===== src/rtl/spike_time_decoder_pkg.sv =====
// Shared types and helpers for the spike time decoder and its gamma-aligned neighbours.
// Contents: tw_f() width helper, capture FSM state enum, result payload struct.
// Configuration macro: SPIKE_DECODER_PULSE_CHECK_EN adds the HIGH state used by pulse checking.
package spike_time_pkg;

  // Widest time field the result payload can carry; the gamma cycle must fit in it.
  localparam int unsigned TIME_W_MAX = 16;

  // Bits needed to count one gamma cycle.
  function automatic int unsigned tw_f(input int unsigned gamma_cycle_width);
    return $clog2(gamma_cycle_width);
  endfunction

`ifdef SPIKE_DECODER_PULSE_CHECK_EN
  typedef enum logic [1:0] {
    ST_ARMED = 2'd0,
    ST_HIGH  = 2'd1,
    ST_DONE  = 2'd2
  } cap_state_e;
`else
  typedef enum logic {
    ST_ARMED = 1'b0,
    ST_DONE  = 1'b1
  } cap_state_e;
`endif

  typedef struct packed {
    logic [TIME_W_MAX-1:0] time_val;
    logic                  none;
    logic                  malformed;
  } spike_result_t;

endpackage


===== src/rtl/spike_time_decoder_if.sv =====
// Result channel of the spike time decoder (valid/ready handshake plus payload fields).
// master: drives out_valid, out_time, out_none, out_malformed; samples out_ready.
// slave : the consumer side.
interface spike_time_decoder_if #(
  parameter int unsigned GAMMA_CYCLE_WIDTH = 128
);
  localparam int unsigned TW = spike_time_pkg::tw_f(GAMMA_CYCLE_WIDTH);

  logic          out_valid;
  logic          out_ready;
  logic [TW-1:0] out_time;
  logic          out_none;
  logic          out_malformed;

  modport master (
    output out_valid, out_time, out_none, out_malformed,
    input  out_ready
  );

  modport slave (
    input  out_valid, out_time, out_none, out_malformed,
    output out_ready
  );
endinterface


===== src/rtl/spike_time_decoder_gamma_counter.sv =====
// gamma_counter: free-running gamma-cycle counter shared by encoder, delay and decoder stages.
// Ports: aclk, grst (async, active-high), cnt (0..G-1), gamma_tick (high while cnt == G-1).
module gamma_counter #(
  parameter int unsigned GAMMA_CYCLE_WIDTH = 128
) (
  input  logic                                           aclk,
  input  logic                                           grst,
  output logic [spike_time_pkg::tw_f(GAMMA_CYCLE_WIDTH)-1:0] cnt,
  output logic                                           gamma_tick
);
  localparam int unsigned TW = spike_time_pkg::tw_f(GAMMA_CYCLE_WIDTH);

  // Power-of-two length wraps naturally; tick is registered one cycle ahead of cnt == G-1.
  always_ff @(posedge aclk or posedge grst) begin
    if (grst) begin
      cnt        <= '0;
      gamma_tick <= 1'b0;
    end else begin
      cnt        <= cnt + TW'(1);
      gamma_tick <= (cnt == TW'(GAMMA_CYCLE_WIDTH - 2));
    end
  end
endmodule


===== src/rtl/spike_time_decoder.sv =====
// spike_time_decoder: captures the first rising-edge time of spike_in within each gamma cycle
// and emits one result per cycle over a valid/ready channel.
// Ports: aclk, grst (async, active-high), spike_in, gamma_tick, overrun (sticky),
//        out_if (master: out_valid/out_ready/out_time/out_none/out_malformed).
// Macro SPIKE_DECODER_PULSE_CHECK_EN: compiles in pulse-width checking (HIGH state, width
// counter, out_malformed); without it out_malformed is 0.
module spike_time_decoder #(
  parameter int unsigned GAMMA_CYCLE_WIDTH = 128,
  parameter int unsigned PULSE_WIDTH       = 8
) (
  input  logic                   aclk,
  input  logic                   grst,
  input  logic                   spike_in,
  output logic                   gamma_tick,
  output logic                   overrun,
  spike_time_decoder_if.master   out_if
);
  import spike_time_pkg::*;

  localparam int unsigned TW = tw_f(GAMMA_CYCLE_WIDTH);

  // Elaboration-time parameter legality checks.
  if (GAMMA_CYCLE_WIDTH < 4 || (GAMMA_CYCLE_WIDTH & (GAMMA_CYCLE_WIDTH - 1)) != 0 ||
      GAMMA_CYCLE_WIDTH >= (32'd1 << TIME_W_MAX)) begin : g_bad_gamma
    $error("GAMMA_CYCLE_WIDTH must be a power of 2, at least 4 and below 2**TIME_W_MAX");
  end
  if (PULSE_WIDTH < 1 || PULSE_WIDTH >= GAMMA_CYCLE_WIDTH) begin : g_bad_pulse
    $error("PULSE_WIDTH must be at least 1 and less than GAMMA_CYCLE_WIDTH");
  end

  logic [TW-1:0] cnt;
  logic          spike_prev;
  logic          edge_c;
  cap_state_e    state, state_nxt;
  logic [TW-1:0] t_cap, t_cap_nxt;
`ifdef SPIKE_DECODER_PULSE_CHECK_EN
  logic [TW-1:0] wcnt, wcnt_nxt;
  logic          bad, bad_nxt;
`endif
  spike_result_t res_q, res_c;
  logic          out_valid_q;
  logic          unused_c;

  gamma_counter #(.GAMMA_CYCLE_WIDTH(GAMMA_CYCLE_WIDTH)) u_gamma_counter (
    .aclk       (aclk),
    .grst       (grst),
    .cnt        (cnt),
    .gamma_tick (gamma_tick)
  );

  // Edge history is deliberately kept across gamma boundaries.
  always_ff @(posedge aclk or posedge grst) begin
    if (grst) spike_prev <= 1'b0;
    else      spike_prev <= spike_in;
  end

  assign edge_c = spike_in & ~spike_prev;

  // Capture FSM next state, plus the result as it stands after this cycle's evaluation.
  always_comb begin
    state_nxt = state;
    t_cap_nxt = t_cap;
`ifdef SPIKE_DECODER_PULSE_CHECK_EN
    wcnt_nxt  = wcnt;
    bad_nxt   = bad;
`endif
    res_c     = '0;
    case (state)
      ST_ARMED: begin
        if (edge_c) begin
          t_cap_nxt = cnt;
`ifdef SPIKE_DECODER_PULSE_CHECK_EN
          state_nxt = ST_HIGH;
          wcnt_nxt  = TW'(1);
`else
          state_nxt = ST_DONE;
`endif
        end
      end
`ifdef SPIKE_DECODER_PULSE_CHECK_EN
      ST_HIGH: begin
        if (spike_in) begin
          if (wcnt != '1) wcnt_nxt = wcnt + TW'(1);
        end else begin
          state_nxt = ST_DONE;
          if (wcnt != TW'(PULSE_WIDTH)) bad_nxt = 1'b1;
        end
      end
      ST_DONE: begin
        if (edge_c) bad_nxt = 1'b1;
      end
`else
      ST_DONE: ;
`endif
      default: state_nxt = ST_ARMED;
    endcase

    res_c.none = (state_nxt == ST_ARMED);
    if (state_nxt != ST_ARMED) res_c.time_val = TIME_W_MAX'(t_cap_nxt);
`ifdef SPIKE_DECODER_PULSE_CHECK_EN
    res_c.malformed = bad_nxt | (state_nxt == ST_HIGH);
`else
    res_c.malformed = 1'b0;
`endif
  end

  // Capture state register; every gamma boundary re-arms for the next cycle.
  always_ff @(posedge aclk or posedge grst) begin
    if (grst) begin
      state <= ST_ARMED;
      t_cap <= '0;
`ifdef SPIKE_DECODER_PULSE_CHECK_EN
      wcnt  <= '0;
      bad   <= 1'b0;
`endif
    end else if (gamma_tick) begin
      state <= ST_ARMED;
      t_cap <= '0;
`ifdef SPIKE_DECODER_PULSE_CHECK_EN
      wcnt  <= '0;
      bad   <= 1'b0;
`endif
    end else begin
      state <= state_nxt;
      t_cap <= t_cap_nxt;
`ifdef SPIKE_DECODER_PULSE_CHECK_EN
      wcnt  <= wcnt_nxt;
      bad   <= bad_nxt;
`endif
    end
  end

  // Result holding register; a load over an unaccepted result marks overrun.
  always_ff @(posedge aclk or posedge grst) begin
    if (grst) begin
      res_q       <= '0;
      out_valid_q <= 1'b0;
      overrun     <= 1'b0;
    end else if (gamma_tick) begin
      res_q       <= res_c;
      out_valid_q <= 1'b1;
      if (out_valid_q && !out_if.out_ready) overrun <= 1'b1;
    end else if (out_if.out_ready) begin
      out_valid_q <= 1'b0;
    end
  end

  assign out_if.out_valid     = out_valid_q;
  assign out_if.out_time      = res_q.time_val[TW-1:0];
  assign out_if.out_none      = res_q.none;
  assign out_if.out_malformed = res_q.malformed;

  // Upper payload bits stay zero for this gamma length.
  assign unused_c = ^res_q.time_val[TIME_W_MAX-1:TW];
endmodule


===== src/flat_wrapper.sv =====
// flat-port wrapper written by rule: the top's interface ports become plain ports
module spike_time_decoder_flat import spike_time_pkg::*;
#(
  parameter int unsigned GAMMA_CYCLE_WIDTH = 128,
  parameter int unsigned PULSE_WIDTH       = 8
)
  (aclk, grst, spike_in, gamma_tick, overrun, out_if_out_valid, out_if_out_time, out_if_out_none, out_if_out_malformed, out_if_out_ready);
  spike_time_decoder_if #(.GAMMA_CYCLE_WIDTH(GAMMA_CYCLE_WIDTH)) out_if_i ();
  input  logic aclk;
  input  logic grst;
  input  logic spike_in;
  output logic gamma_tick;
  output logic overrun;
  output wire logic [$bits(out_if_i.out_valid)-1:0] out_if_out_valid;
  output wire logic [$bits(out_if_i.out_time)-1:0] out_if_out_time;
  output wire logic [$bits(out_if_i.out_none)-1:0] out_if_out_none;
  output wire logic [$bits(out_if_i.out_malformed)-1:0] out_if_out_malformed;
  input wire logic [$bits(out_if_i.out_ready)-1:0] out_if_out_ready;
  assign out_if_out_valid = out_if_i.out_valid;
  assign out_if_out_time = out_if_i.out_time;
  assign out_if_out_none = out_if_i.out_none;
  assign out_if_out_malformed = out_if_i.out_malformed;
  assign out_if_i.out_ready = out_if_out_ready;
  spike_time_decoder #(.GAMMA_CYCLE_WIDTH(GAMMA_CYCLE_WIDTH), .PULSE_WIDTH(PULSE_WIDTH)) u_core (.aclk(aclk), .grst(grst), .spike_in(spike_in), .gamma_tick(gamma_tick), .overrun(overrun), .out_if(out_if_i));
endmodule

===== config.mk =====
export PLATFORM = sky130hd
export DESIGN_NAME = spike_time_decoder_flat
export DESIGN_NICKNAME = d
export VERILOG_FILES = /design/src/rtl/spike_time_decoder_pkg.sv /design/src/rtl/spike_time_decoder_if.sv /design/src/rtl/spike_time_decoder_gamma_counter.sv /design/src/rtl/spike_time_decoder.sv /design/src/flat_wrapper.sv
export SDC_FILE = /design/constraint.sdc
export NUM_CORES = 1
export LEC_CHECK = 0
export ABC_AREA = 0
export CORE_MARGIN = 4
export CORE_UTILIZATION = 55
export CTS_BUF_LIST = sky130_fd_sc_hd__clkbuf_4
export CTS_CLUSTER_DIAMETER = 200
export CTS_CLUSTER_SIZE = 10
export DETAILED_ROUTE_END_ITERATION = 8
export HOLD_SLACK_MARGIN = 0.08
export PLACE_DENSITY = 0.93
export SLEW_MARGIN = 20
export SYNTH_ARGS = -nofsm -noshare
export SYNTH_HDL_FRONTEND = slang
export SYNTH_SLANG_ARGS = --single-unit

===== constraint.sdc =====
create_clock -name aclk -period 1.5 [get_ports aclk]
set_input_delay 0.3 -clock aclk [delete_from_list [all_inputs] [get_ports aclk]]
set_output_delay 0.3 -clock aclk [all_outputs]
set_load 0.03 [all_outputs]

==> metrics.txt, run 1 <==
# DRC=0; worst ir drop on vdd=0.707 mV; CP max stage cell=dlygate4sd2_1; CP Data Required Time=1200 ps; crit end category=primary output; Initial DRC Count=26; CTS tree=done; Mapped Area=0.00109 mm2; minimum clock period=1420 ps; core area=around 0.0018 mm2; Mean Syn Cell Area=10.8 um2; largest net degree at the start of global routing=28; CP max FO=2; Lkg Pwr=0.583 nW; antenna violations before repair=0; Setup crit start kind=flop; Hold Violations, Final=0; period utilization=0.949; Initial Utilization=0.606; P per Cell Area=roughly 900 mW/mm2; Multi-input gate area=between 300 and 400 um2; Final Wtd Congestion=0.789; area growth from synthesis to layout=15.2%; count of input and output buffers=14; first-pass GRT wire length=3110 um; num rows=15; power after layout=1.13 mW; FILL cells=141; clk root buf=clkbuf_4; DRT Wirelength=1840 um; share of layout cells above drive strength 1=0.0948; CP delay by family, top=buffers and inverters; Worst-path clk slew=130 ps; Flop pwr share=0.666; vias per inst=5.35; register area share after synthesis=0.619; Sink Count=27; clk_lat worst skew=320 ps; Buf/Inv on CP=1; Die Height=52.6 um; fmax=roughly 700 MHz; Nets=123; vias=754; DRT antenna net count=0; crit-path cells=dlygate4sd2_1; DP HPWL=1420 um; unrepaired setup endpoints after global routing=false; drt pass-1 iters=4; syn nets=107; Clk pwr share=0.287; vias in the first global route=770; Total Routing Usage GR=0.156; critical path class=reg -> out; I/O Pins=16; Avg WL per Cell=13.1 um; clk buf depth=2; # H-tree levels=1; logic gate share of total power=0.046; Die Span X=52.6 um; Sw Pwr=0.242 mW; Num CTS Buffers=3; grt total ovfl=0; Yosys reg bits=27; Layout Skew=3.56 ps; arrival time at the worst endpoint=1120 ps; register area=676 um2; cell-internal power=approximately 0.9 mW; ANT cells=0; Setup-failing EPs final=0; status=finished clean; Slew Limit Fails=0; Die Footprint=~0.0028 mm2; sw frac=0.215; Synth cell types=22; final core utilization=0.699; worst hold path type=in -> async; Crit path largest cell delay=around 410 ps; Synth Warn #=0; Gate Count Post-Synth=101; max_cap viols=0
==> cell usage after synthesis <==
library cell  instances  area [um2]
buf_2                 1        5.00
a21o_1                1        7.51
buf_6                 2        22.5
nor3b_4               1        18.8
mux2_2                1        11.3
dfrtp_1              27         676
inv_1                 5        18.8
nand3_1               4        20.0
and4_1                1        8.76
a21oi_1               8        40.0
xor2_1                1        8.76
a31oi_1               7        43.8
or3b_1                1        8.76
and3_1                1        6.26
nand2_1              21        78.8
ha_1                  2        25.0
conb_1                1        3.75
nor2_1                8        30.0
a31o_2                1        8.76
xnor2_1               4        35.0
clkbuf_1              2        7.51
buf_4                 1        7.51
==> per-stage QoR <==
step           cells  hold WS (ps)  TNS, ps  setup WS, ps  instance area, um2
2_1_floorplan    101           331        0           238                1090
3_3_place_gp     137           447     -271         -42.5                1240
3_5_place_dp     137           458     -669         -97.2                1240
4_1_cts          141           316        0          71.1                1260
5_1_grt          141           335        0          10.1                1260
6_report         141           308        0          77.1                1260
==> cells by family after synthesis <==
family / Yosys count / synth area share
simple gates: 37 / 0.157
flops: 27 / 0.619
compound gates: 17 / 0.0916
buf+inv: 11 / 0.0561
xor+xnor: 5 / 0.0401
fa+ha+maj: 2 / 0.0229
other cells: 1 / 0.00343
mux: 1 / 0.0103
==> worst register-to-register path: cells and delay by family, from the launching register on <==
| family | cells | cell delay (ps) |
|---|---|---|
| AO/OA/AOI/OAI | 1 | 70 |
| flip-flops | 1 | 530 |
| AND/OR/NAND/NOR | 2 | 640 |
==> layout by cell type (no fill, tap or decap) <==
master            n
and3_1            1
mux2_2            1
nand2_1          21
ha_1              2
a21oi_1           8
and4_1            1
dfrtp_1          27
clkdlybuf4s50_1   3
a31oi_1           7
a31o_2            1
nor2_1            8
or3b_1            1
dlygate4sd2_1    10
conb_1            1
clkbuf_4          4
inv_1             5
nor3b_4           1
xnor2_1           4
buf_4             4
xor2_1            1
a21o_1            1
nand3_1           4
==> sequential cells by signal, indices dropped and copies added (netlist names) <==
signal,count
u_core.out_if.out_none,1
u_core.out_if.out_time,7
u_core.out_if.out_valid,1
u_core.overrun,1
u_core.spike_prev,1
u_core.state,1
u_core.t_cap,7
u_core.u_gamma_counter.cnt,7
u_core.u_gamma_counter.gamma_tick,1
==> final timing paths <==
| kind | from | end | slack, ps | cells past startpoint |
|---|---|---|---|---|
| setup / recovery | u_core.out_if.out_time[0] | out_if_out_time[0] | 80 | 1 |
| max in group asynchronous | grst | u_core.out_if.out_time[5] | 950 | 3 |
| setup reg to reg | u_core.state | u_core.t_cap[5] | 160 | 3 |
| hold / removal | grst | u_core.out_if.out_none | 310 | 3 |
| hold reg to reg | u_core.overrun | u_core.overrun | 480 | 1 |
| min in group aclk | u_core.overrun | u_core.overrun | 480 | 1 |
==> per-layer routing <==
layer / vias to the layer above / part of all wire / track usage
li1: 361 / - / -
met1: 362 / 0.42 / 0.167
met2: 23 / 0.52 / 0.273
met3: 8 / 0.031 / 0.0313
met4: 0 / 0.033 / 0.102
met5: - / 0 / 0
==> cell type report <==
type / instances / share of cell area
sequential: 27 / 0.537
clock buffer: 4 / 0.0239
timing repair buffer: 17 / 0.117
multi-input combinational: 63 / 0.282
inverter: 5 / 0.0149
tap: 25 / 0.0249
==> power by group through the flow <==
stage,combinational (mW),clock [mW],sequential [mW]
after CTS,0.0534,0.326,0.753
after detailed placement,0.0534,0,0.767
final,0.0523,0.325,0.753
after global placement,0.0501,0,0.765
after global routing,0.0612,0.362,0.755
after floorplan,0.0363,0,0.764
==> repair_timing <==
item / CTS / global route
endpoints found under the setup margin: 10 / 0
hold buffers: 0 / 0
endpoints found under the hold margin: 0 / 0
gates resized for setup: 10 / 0
setup buffers: 0 / 0
Power figures use the tool's default switching activity.
==> inputs of run 2 (changes only) <==
--- a/config.mk
+++ b/config.mk
@@ -7,13 +7,12 @@
 export LEC_CHECK = 0
 export ABC_AREA = 0
 export CORE_MARGIN = 4
-export CORE_UTILIZATION = 55
-export CTS_BUF_LIST = sky130_fd_sc_hd__clkbuf_4
+export CORE_UTILIZATION = 51
 export CTS_CLUSTER_DIAMETER = 200
 export CTS_CLUSTER_SIZE = 10
 export DETAILED_ROUTE_END_ITERATION = 8
 export HOLD_SLACK_MARGIN = 0.08
-export PLACE_DENSITY = 0.93
+export PLACE_DENSITY = 0.88
 export SLEW_MARGIN = 20
 export SYNTH_ARGS = -nofsm -noshare
 export SYNTH_HDL_FRONTEND = slang
==> run 2 against run 1 <==
  * Clock power shrank 9.2%
  * Critical path type unchanged
  * Combinational power grew 1%
  * Critical path depth is the same
  * Critical endpoint is now out_if_out_time[5]
==> metrics.txt, run 2 (synthesized netlist as in run 1, its figures left out) <==
Initial Utilization=0.546 (was 0.606); DP HPWL=1500 um (was 1420 um); CP max FO=2 (unchanged); # H-tree levels=1 (unchanged); clk_lat worst skew=310 ps (was 320 ps); Die Height=54.3 um (was 52.6 um); Total Neg Setup Slack=0 ps (unchanged); pre-CTS setup slack=-107 ps (was -97.2 ps); Setup-failing EPs final=0 (unchanged); ANT cells=0 (unchanged); Nets=124 (was 123); largest net degree at the start of global routing=28 (unchanged); Sink Count=27 (unchanged); Die Span X=54.3 um (was 52.6 um); vias per inst=5.12 (was 5.35); post-route cell area=0.00127 mm2 (was 0.00126 mm2); CP max stage cell=dlygate4sd2_1 (unchanged); arrival time at the worst endpoint=1110 ps (was 1120 ps); Initial DRC Count=11 (was 26); Layout Skew=3.91 ps (was 3.56 ps); vias in the first global route=755 (was 770); Total Routing Usage GR=0.165 (was 0.156); I/O Pins=16 (unchanged); critical path class=reg -> out (unchanged); period utilization=0.937 (was 0.949); Buf/Inv on CP=1 (unchanged); max_cap viols=0 (unchanged); crit-path cells=dlygate4sd2_1 (unchanged); Setup crit start kind=flop (unchanged); status=finished clean (unchanged); most frequent cells in the layout=dfrtp_1 (26), nand2_1 (21), dlygate4sd2_1 (10), nor2_1 (8), a21oi_1 (8) (was dfrtp_1 (27), nand2_1 (21), dlygate4sd2_1 (10), nor2_1 (8), a21oi_1 (8)); Worst-path clk slew=130 ps (about the same); fin cells=144 (was 141); final core utilization=0.633 (was 0.699); dpl cells=140 (was 137); DRT antenna net count=0 (unchanged); crit end category=primary output (unchanged); core area=0.00200 mm2 (was 0.00180 mm2); area growth from synthesis to layout=15.9% (was 15.2%); fmax=711 MHz (was 703 MHz); worst hold path type=in -> async (unchanged); unrepaired setup endpoints after global routing=false (unchanged); setup ws final=94.5 ps (was 77.1 ps); Crit path largest cell delay=420 ps (was 410 ps); grt total ovfl=0 (unchanged); Final Wtd Congestion=0.791 (was 0.789); num rows=16 (was 15); share of layout cells above drive strength 1=0.103 (was 0.0948); antenna violations before repair=0 (unchanged); CP Data Required Time=1200 ps (about the same); # DRC=0 (unchanged); Lkg Pwr=0.584 nW (was 0.583 nW); clk root buf=clkbuf_4 (unchanged); DRT Wirelength=1940 um (was 1840 um); vias=737 (was 754); count of input and output buffers=14 (unchanged); Slew Limit Fails=0 (unchanged); commonest non-fill, non-tap cell in the layout=dfrtp_1 (unchanged); placement-stage cell area=0.00125 mm2 (was 0.00124 mm2); Die Footprint=0.00295 mm2 (was 0.00276 mm2); P per Cell Area=869 mW/mm2 (was 898 mW/mm2); Num CTS Buffers=3 (unchanged); Avg WL per Cell=13.5 um (was 13.1 um); Post-CTS Setup Repair Bufs=0 (unchanged); first-pass GRT wire length=3440 um (was 3110 um); CP delay by family, top=buffers and inverters (unchanged); CTS tree=done (unchanged); clk buf depth=2 (unchanged); worst ir drop on vdd=0.526 mV (was 0.707 mV); minimum clock period=1410 ps (was 1420 ps); Hold Violations, Final=0 (unchanged); drt pass-1 iters=4 (unchanged)
[run 2: changes by cell type in the layout (fill, tap and decap cells not counted), sizes merged]
cell  change
buf       +1
[run 2: worst paths after layout]
kind,startpoint,endpoint,slack [ps],depth (start not counted)
worst max-delay path,u_core.out_if.out_time[5],out_if_out_time[5],90,1
worst min-delay path,grst,u_core.u_gamma_counter.cnt[3],340,3
worst max register to register,u_core.state,u_core.t_cap[4],150,3
worst min register to register,u_core.overrun,u_core.overrun,490,1
max in group asynchronous,grst,u_core.u_gamma_counter.gamma_tick,890,3
min in group aclk,u_core.overrun,u_core.overrun,490,1
[run 2: timing repair]
action                                  4_1_cts  5_1_grt
hold buffers                                  0        0
endpoints found under the setup margin       10        1
resized for setup                            10        1
[run 2: final cells by class]
cell class / count / area (um2)
Clock buffer: 4 / 26.3
Fill cell: 163 / 736
Inverter: 5 / 18.8
Multi-Input combinational cell: 63 / 355
Sequential cell: 27 / 677
Tap cell: 27 / 33.8
Timing Repair Buffer: 18 / 155
[run 2: where the power goes]
| part | leakage, nW | total [mW] | switching (mW) | internal (mW) |
|---|---|---|---|---|
| Sequential | 0.314 | 0.752 | 0.00915 | 0.743 |
| Clock | 0.0150 | 0.295 | 0.192 | 0.104 |
| Combinational | 0.255 | 0.0528 | 0.0307 | 0.0221 |
| Total | 0.584 | 1.10 | 0.231 | 0.869 |
[run 2: metal layers]
| layer | wire length [um] | vias to the layer above | global-route usage |
|---|---|---|---|
| met5 | 0 | - | 0 |
| met1 | 831 | 357 | 0.208 |
| met3 | 52 | 2 | 0.0109 |
| met4 | 27 | 0 | 0.0954 |
| li1 | - | 364 | - |
| met2 | 1030 | 14 | 0.281 |
[run 2: through the flow]
stage	total power [mW]	hold slack, ps
6_report	1.10	337
5_1_grt	1.16	363
4_1_cts	1.11	339
3_5_place_dp	0.821	467
3_3_place_gp	0.817	449
2_1_floorplan	0.800	331
